`src/rtl/pmod_ad1_capture.sv`:
```
// Periodic PmodAD1 capture into 4-byte frames; tick to first out_valid is 34*CLK_DIV+2 cycles.
// A frame is held until all 4 bytes are accepted; frames committed while it is held are dropped (sticky overflow).
module pmod_ad1_capture #(
    parameter int CLK_DIV       = 4,
    parameter int SAMPLE_PERIOD = 1134
) (
    input  logic        clk0,
    input  logic        reset,
    input  logic        enable,
    output logic        adc_ncs,
    output logic        adc_sclk,
    input  logic        adc_sdata1,
    input  logic        adc_sdata2,
    output logic [7:0]  out_data,
    output logic        out_valid,
    input  logic        out_ready,
    output logic [11:0] sample1,
    output logic [11:0] sample2,
    output logic        overflow,
    output logic        busy
);

    localparam int TMR_W = (SAMPLE_PERIOD > 1) ? $clog2(SAMPLE_PERIOD) : 1;
    localparam int DIV_W = (CLK_DIV > 1) ? $clog2(CLK_DIV) : 1;
    localparam logic [TMR_W-1:0] TMR_LAST   = TMR_W'(SAMPLE_PERIOD - 1);
    localparam logic [DIV_W-1:0] DIV_LAST   = DIV_W'(CLK_DIV - 1);
    localparam logic [5:0]       LAST_PHASE = 6'd32;

    typedef enum logic [1:0] {
        IDLE,
        CONVERT,
        QUIET,
        COMMIT
    } state_t;

    state_t           state_q;
    state_t           state_d;
    logic [TMR_W-1:0] timer_q;
    logic [DIV_W-1:0] div_q;
    logic [5:0]       phase_q;
    logic [11:0]      shift1_q;
    logic [11:0]      shift2_q;
    logic [3:0][7:0]  frame_q;
    logic [1:0]       byte_idx_q;
    logic             tick;
    logic             div_end;
    logic             last_phase;
    logic             commit;
    logic             accept;
    logic             buf_free;

    assign tick       = enable && (timer_q == TMR_LAST);
    assign div_end    = (div_q == DIV_LAST);
    assign last_phase = (phase_q == LAST_PHASE);
    assign accept     = out_valid && out_ready;
    // Draining the last byte frees the buffer in the same cycle a new frame may arrive.
    assign buf_free   = !out_valid || (accept && (byte_idx_q == 2'd3));

    always_ff @(posedge clk0) begin
        if (reset || !enable || tick) begin
            timer_q <= '0;
        end else begin
            timer_q <= timer_q + TMR_W'(1);
        end
    end

    always_ff @(posedge clk0) begin
        if (reset) begin
            state_q <= IDLE;
        end else begin
            state_q <= state_d;
        end
    end

    always_comb begin
        state_d = state_q;
        adc_ncs = 1'b1;
        busy    = 1'b0;
        commit  = 1'b0;
        case (state_q)
            IDLE: begin
                if (tick) begin
                    state_d = CONVERT;
                end
            end
            CONVERT: begin
                adc_ncs = 1'b0;
                busy    = 1'b1;
                if (div_end && last_phase) begin
                    state_d = QUIET;
                end
            end
            QUIET: begin
                if (div_end) begin
                    state_d = COMMIT;
                end
            end
            COMMIT: begin
                commit  = 1'b1;
                state_d = IDLE;
            end
            default: state_d = IDLE;
        endcase
    end

    // Phase 0 is the initial high phase; odd phases are SCLK low, so leaving one is a rising edge.
    // The 4 leading ADC bits simply fall off the top of the 12-bit shifters.
    always_ff @(posedge clk0) begin
        if (reset) begin
            div_q    <= '0;
            phase_q  <= '0;
            adc_sclk <= 1'b1;
            shift1_q <= '0;
            shift2_q <= '0;
        end else begin
            case (state_q)
                CONVERT: begin
                    if (div_end) begin
                        div_q <= '0;
                        if (!last_phase) begin
                            phase_q  <= phase_q + 6'd1;
                            adc_sclk <= ~adc_sclk;
                            if (phase_q[0]) begin
                                shift1_q <= {shift1_q[10:0], adc_sdata1};
                                shift2_q <= {shift2_q[10:0], adc_sdata2};
                            end
                        end
                    end else begin
                        div_q <= div_q + DIV_W'(1);
                    end
                end
                QUIET: begin
                    div_q <= div_end ? '0 : div_q + DIV_W'(1);
                end
                default: begin
                    div_q    <= '0;
                    phase_q  <= '0;
                    adc_sclk <= 1'b1;
                end
            endcase
        end
    end

    always_ff @(posedge clk0) begin
        if (reset) begin
            sample1    <= '0;
            sample2    <= '0;
            overflow   <= 1'b0;
            frame_q    <= '0;
            byte_idx_q <= '0;
            out_valid  <= 1'b0;
        end else begin
            if (accept) begin
                byte_idx_q <= byte_idx_q + 2'd1;
                if (byte_idx_q == 2'd3) begin
                    out_valid <= 1'b0;
                end
            end
            if (commit) begin
                sample1 <= shift1_q;
                sample2 <= shift2_q;
                if (buf_free) begin
                    frame_q    <= {shift2_q[11:4], {4'b0000, shift2_q[3:0]},
                                   shift1_q[11:4], {4'b0000, shift1_q[3:0]}};
                    byte_idx_q <= 2'd0;
                    out_valid  <= 1'b1;
                end else begin
                    overflow <= 1'b1;
                end
            end
        end
    end

    assign out_data = frame_q[byte_idx_q];

endmodule

```
`config.mk`:
```
export PLATFORM = sky130hd
export DESIGN_NAME = pmod_ad1_capture
export DESIGN_NICKNAME = d
export VERILOG_FILES = /design/src/rtl/pmod_ad1_capture.sv
export SDC_FILE = /design/constraint.sdc
export NUM_CORES = 1
export LEC_CHECK = 0
export ABC_AREA = 1
export CORE_MARGIN = 1
export CORE_UTILIZATION = 38
export CTS_CLUSTER_SIZE = 10
export DETAILED_ROUTE_END_ITERATION = 8
export GPL_ROUTABILITY_DRIVEN = 0
export RECOVER_POWER = 25
export SLEW_MARGIN = 10
export SYNTH_ARGS = -nofsm -noshare
export SYNTH_HDL_FRONTEND = slang
export SYNTH_SLANG_ARGS = --single-unit
export TNS_END_PERCENT = 5
```
`constraint.sdc`:
```
create_clock -name clk0 -period 3.65 [get_ports clk0]
set_input_delay 0.9125 -clock clk0 [delete_from_list [all_inputs] [get_ports clk0]]
set_output_delay 0.9125 -clock clk0 [all_outputs]
set_load 0.01 [all_outputs]
```
==> flow_summary.json, run 1 <==
{
  "period_share_pct": 80.2,
  "vias_per_cell": 4.83,
  "yosys.area_share.simple_pct": 14.7,
  "hold_viol_final": 0,
  "syn-mean-instance-area_sq_um": 8.20,
  "slew_violations": 41,
  "insertion_delay_ns": 0.36,
  "cts-buffers-inserted": 9,
  "pin_count": 43,
  "synth-compound-area-share_pct": 21.9,
  "crit_fanout": 40,
  "start_kind": "primary input",
  "antenna_cells": 0,
  "outcome": "finished, violations left",
  "synth.most_common_cell": "dfxtp_1",
  "min_path_type": "reg -> reg",
  "cts_setup_buffers": 0,
  "irDropWorstVdd_mv": 0.165,
  "fin_nets": 526,
  "worst_slew_pin_slew_ns": 1.81,
  "synth_top_family_by_area": "compound AO/OA/AOI/OAI gates",
  "post-route-drc-count": 0,
  "relSlewSlack_pct": -20.6,
  "netlist_instances": 478,
  "grt_overflow_total": 0,
  "die_h_um": 104,
  "arrival_ns": 3.19,
  "grt_use_total_pct": 15.1,
  "dieArea_sq_um": 10700,
  "rsz0062_at_grt": "no",
  "synth_seq_cells": 98,
  "synth_edf_count": 0,
  "synth_common_cells": "dfxtp_1 (98), nor2_1 (73), a21oi_1 (57), inv_1 (57), o21ai_0 (50)",
  "cts_sinks": 98,
  "core_sq_um": 9860,
  "synth_xor_area_share_pct": 0.447,
  "wl_um": 7760,
  "worst_hold_slack_ns": 0.424,
  "finalCriticalPeriod_ns": 2.93,
  "io_buffer_count": 42,
  "drt_iter0_markers": 101,
  "place_hpwl_um": 5500,
  "grt_first_pass_wirelength_um": 13200,
  "wl_per_cell_um": 12.0,
  "fmax_mhz": 341,
  "antenna_left": 0,
  "yosys.area.top_type": "dfxtp_1",
  "synthTopCellsByArea": "dfxtp_1 (50%), a21oi_1 (7.3%), nor2_1 (7.0%)",
  "violations": "capacitance limit, slew limit",
  "synth_top_area_share_pct": 50.1,
  "synthesis.nets": 495,
  "p_per_area_nw_per_um2": 385,
  "path_class": "in -> reg",
  "synth.mux.area_fraction_pct": 0,
  "grt_max_degree": 50,
  "synth_flop_cell": "dfxtp_1",
  "cts_tree": "done",
  "h-tree-depth": 3,
  "yosys.area_share.adder_pct": 3.51,
  "syn_to_final_growth_pct": 16.7,
  "post_cts_resized": 0,
  "synthesis.area_sq_um": 3920,
  "cts_hold_buf": 0,
  "drive_gt1_share_pct": 5.84,
  "synth_cell_types": 28,
  "power.total_mw": 1.76,
  "seq_area_frac_synth_pct": 50.1,
  "die_w_um": 104,
  "leakage_nw": 1.58,
  "async_flop_share_pct": 0,
  "path_clk_slew_ns": 0.09,
  "antenna_found_initial": 0,
  "finalSetupTns_ns": 0,
  "cts_buffer_depth": 2,
  "via_count": 3124,
  "skew_ns": 0.0144,
  "required_ns": 3.91,
  "grt_pass1_vias": 2801,
  "max_cap_violations": 1,
  "num_rows": 36,
  "cts_root_buf": "clkbuf_8",
  "initial_core_util_pct": 39.7,
  "setup_violations": 0,
  "crit_path_end_kind": "flop",
  "dr.pass1.iters": 4,
  "yosys_warnings": 0
}
[layer usage]
| layer | vias to the layer above | wire (um) | share of wire (%) | global-route usage (%) |
|---|---|---|---|---|
| li1 | 1661 | - | - | - |
| met1 | 1410 | 3880 | 50 | 19.8 |
| met2 | 43 | 3580 | 46 | 24.6 |
| met3 | 10 | 191 | 2.5 | 2.52 |
| met4 | 0 | 112 | 1.4 | 6.52 |
| met5 | - | 0 | 0 | 0 |
[final cells by class]
class                           count  area, sq um
Fill cell                         988         5290
Sequential cell                    98         1960
Multi-Input combinational cell    295         1590
Timing Repair Buffer               47          454
Inverter                           58          218
Tap cell                          133          166
Clock buffer                       10          128
Clock inverter                      6         57.6
[state kept, by name, indices dropped and copies added (netlist names)]
signal,count
out_valid,1
timer_q,11
state_q,2
adc_sclk,1
sample1,12
div_q,2
byte_idx_q,2
overflow,1
shift2_q,12
phase_q,6
shift1_q,12
sample2,12
frame_q,24
[critical path, stage by stage]
cell	delay, ns
dlygate4sd3_1	0.54
clkbuf_1	1.31
nor2_1	0.23
nand2_1	0.16
nor2_1	0.04
[power by group]
part	leakage, nW	switching [mW]	total (mW)	internal, mW
clock network	0.0949	0.392	0.656	0.264
registers	0.789	0.000998	1.07	1.07
logic	0.701	0.0222	0.0322	0.00999
[final timing paths]
check / from / cells after the start / endpoint / slack [ns]
worst min register to register: div_q[0] / 1 / div_q[0] / 0.42
worst max-delay path: reset / 5 / phase_q[5] / 0.72
worst min-delay path: div_q[0] / 1 / div_q[0] / 0.42
worst max register to register: state_q[1] / 5 / shift1_q[3] / 1.61
[layout by cell type, fill, tap and decap left out, types with 2 or more instances in the layout]
cell              n
nor2_1           73
ha_1             11
dfxtp_1          98
clkbuf_8          9
inv_8             2
clkbuf_1          2
inv_1            57
nand2_2           2
nand2_1          28
clkinv_4          3
a211oi_1         36
buf_4             4
clkdlybuf4s50_1  41
o21ai_0          50
nand3_2           2
nand3_1          15
nand4_1           2
xor2_1            2
o211ai_1          2
a21oi_1          57
nor2_2            2
o22ai_1           4
nor3_1            3
[logic make-up after synthesis]
kind of cell    Yosys count
buf+inv                  85
compound gates          150
simple gates            132
xor+xnor                  2
flops                    98
fa+ha+maj                11
[through the flow]
| stage | worst slack (ns) | utilization [%] | instances | instance area, sq um |
|---|---|---|---|---|
| detailed placement | 1.06 | 44.5 | 631 | 4390 |
| global placement | 1.10 | 44.5 | 631 | 4390 |
| global route | 0.472 | 46.3 | 647 | 4570 |
| CTS | 0.793 | 46.4 | 647 | 4580 |
| floorplan | 1.76 | - | 478 | 3920 |
| finish | 0.721 | 46.3 | 647 | 4570 |
No activity file was read; power rests on OpenSTA's default activity.
==> inputs of run 2 (changes only) <==
- clock period: 3.65 -> 2.94 ns (I/O delays scaled with it)
==> run 2 against run 1 <==
Utilization is 0.051 points higher. Routed wire length rose by 2.6%. Highest routed layer unchanged. Critical path depth down 1. The flow still finishes with violations (capacitance limit, slew limit). Sequential share of layout area barely moved.
==> flow_summary.json, run 2 (same netlist as run 1, synthesis figures left out) <==
{
  "insertion_delay_ns": 0.36,
  "h-tree-depth": 3,
  "irDropWorstVdd_mv": 0.208,
  "required_ns": 2.20,
  "io_buffer_count": 42,
  "top_usage_layer": "met2",
  "grt_use_met2_pct": 26.5,
  "largest_reg_flops": 24,
  "drive_gt1_share_pct": 5.81,
  "grt_max_degree": 50,
  "via_count": 3123,
  "pin_count": 43,
  "cts_root_buf": "clkbuf_8",
  "num_rows": 36,
  "fmax_mhz": 368,
  "start_kind": "flop",
  "min_path_type": "reg -> reg",
  "drt_iter0_markers": 105,
  "crit_path_end_kind": "output pin",
  "grt_use_total_pct": 15.6,
  "place_hpwl_um": 5620,
  "relSlewSlack_pct": -21.1,
  "antenna_cells": 0,
  "p_switching_mw": 0.525,
  "cts_buffer_depth": 2,
  "grt_overflow_total": 0,
  "cts_sinks": 98,
  "cts_hold_buf": 0,
  "period_share_pct": 92.5,
  "vias_per_cell": 4.81,
  "arrival_ns": 1.99,
  "fillers": 995,
  "violations": "capacitance limit, slew limit",
  "outcome": "finished, violations left",
  "fin_nets": 528,
  "post_cts_resized": 0,
  "p_seq_share_pct": 60.6,
  "final_cell_mix": "dfxtp_1 (98), nor2_1 (73), inv_1 (57), a21oi_1 (57), o21ai_0 (50)",
  "post-route-drc-count": 0,
  "slew_violations": 41,
  "whs_path_depth": 1,
  "top_register": "frame_q",
  "wl_um": 7960,
  "path_class": "reg -> out",
  "finalSetupTns_ns": 0,
  "cts_setup_buffers": 0,
  "syn_to_final_growth_pct": 16.8,
  "antenna_found_initial": 0,
  "cts_tree": "done",
  "reg2regPathDepth": 6,
  "antenna_left": 0,
  "setup_violations": 0,
  "wl_per_cell_um": 12.3,
  "p_per_area_nw_per_um2": 479,
  "grt_use_met3_pct": 2.52,
  "power.total_mw": 2.19,
  "path_clk_slew_ns": 0.10,
  "grt_first_pass_wirelength_um": 13800,
  "max_cap_violations": 1,
  "finalCriticalPeriod_ns": 2.72,
  "leakage_nw": 1.58,
  "final_common_cell": "dfxtp_1",
  "internal_power_mw": 1.67,
  "core_sq_um": 9860,
  "clkPwrFrac_pct": 37.5,
  "grtUsageMet1_pct": 19.9,
  "p_comb_share_pct": 1.9,
  "worst_slew_pin_slew_ns": 1.82,
  "dieArea_sq_um": 10700,
  "die_w_um": 104,
  "skew_ns": 0.0123,
  "rsz0062_at_grt": "no",
  "grt_pass1_vias": 2985,
  "cts-buffers-inserted": 9,
  "crit_fanout": 15,
  "hold_viol_final": 0,
  "die_h_um": 104,
  "initial_core_util_pct": 39.7,
  "dr.pass1.iters": 4,
  "switching_share_pct": 23.9
}
run 2: cell types whose count changed in the layout (fill, tap and decap cells not counted):
cell / change
clkbuf_1: +2
clkdlybuf4s50_1: +1
clkinv_4: -3
clkinvlp_4: +2
dlygate4sd3_1: -1
inv_6: +1
run 2: final cells by class:
type	instances	area, sq um	area share, %
inverter	58	218	4.76
tap	133	166	3.64
timing repair buffer	49	462	10.1
multi-input combinational	295	1590	34.7
clock buffer	10	128	2.79
clock inverter	6	55.1	1.20
sequential	98	1960	42.9
run 2: routing by layer:
metal | wire length, um | vias up
li1 | - | 1666
met1 | 3960 | 1419
met2 | 3760 | 31
met3 | 170 | 7
met4 | 73 | 0
met5 | 0 | -
run 2: worst paths after layout:
| path | startpoint | slack, ns | to |
|---|---|---|---|
| worst max-delay path | byte_idx_q[0] | 0.22 | out_data[1] |
| worst max register to register | byte_idx_q[0] | 1.03 | frame_q[16] |
| worst min-delay path | div_q[0] | 0.42 | div_q[0] |
| worst min register to register | div_q[0] | 0.42 | div_q[0] |
run 2: worst max-delay path, stage by stage (launching register included):
cell and delay, ns:
dfxtp_1 0.62, inv_1 0.21, o21ai_0 0.21, o22ai_1 0.10, clkdlybuf4s50_1 0.48
run 2: stage by stage:
| stage | instances | utilization (%) | instance area (sq um) | hold WS, ns | setup slack (ns) |
|---|---|---|---|---|---|
| final | 649 | 46.4 | 4580 | 0.423 | 0.219 |
| after CTS | 649 | 46.5 | 4590 | 0.432 | 0.189 |
| after global routing | 649 | 46.4 | 4580 | 0.459 | 0.0756 |
| after detailed placement | 633 | 44.7 | 4410 | 0.418 | 0.599 |
| after floorplan | 478 | - | 3920 | 0.398 | 1.23 |
| after global placement | 633 | 44.7 | 4410 | 0.407 | 0.633 |
run 2: power groups by stage:
| stage | Combinational, mW | Clock (mW) | Sequential (mW) |
|---|---|---|---|
| finish | 0.0407 | 0.822 | 1.33 |
| detailed placement | 0.0428 | 0 | 1.36 |
| global route | 0.0467 | 0.910 | 1.33 |
| CTS | 0.0431 | 0.858 | 1.33 |
| global placement | 0.0423 | 0 | 1.36 |
| floorplan | 0.0280 | 0 | 1.36 |
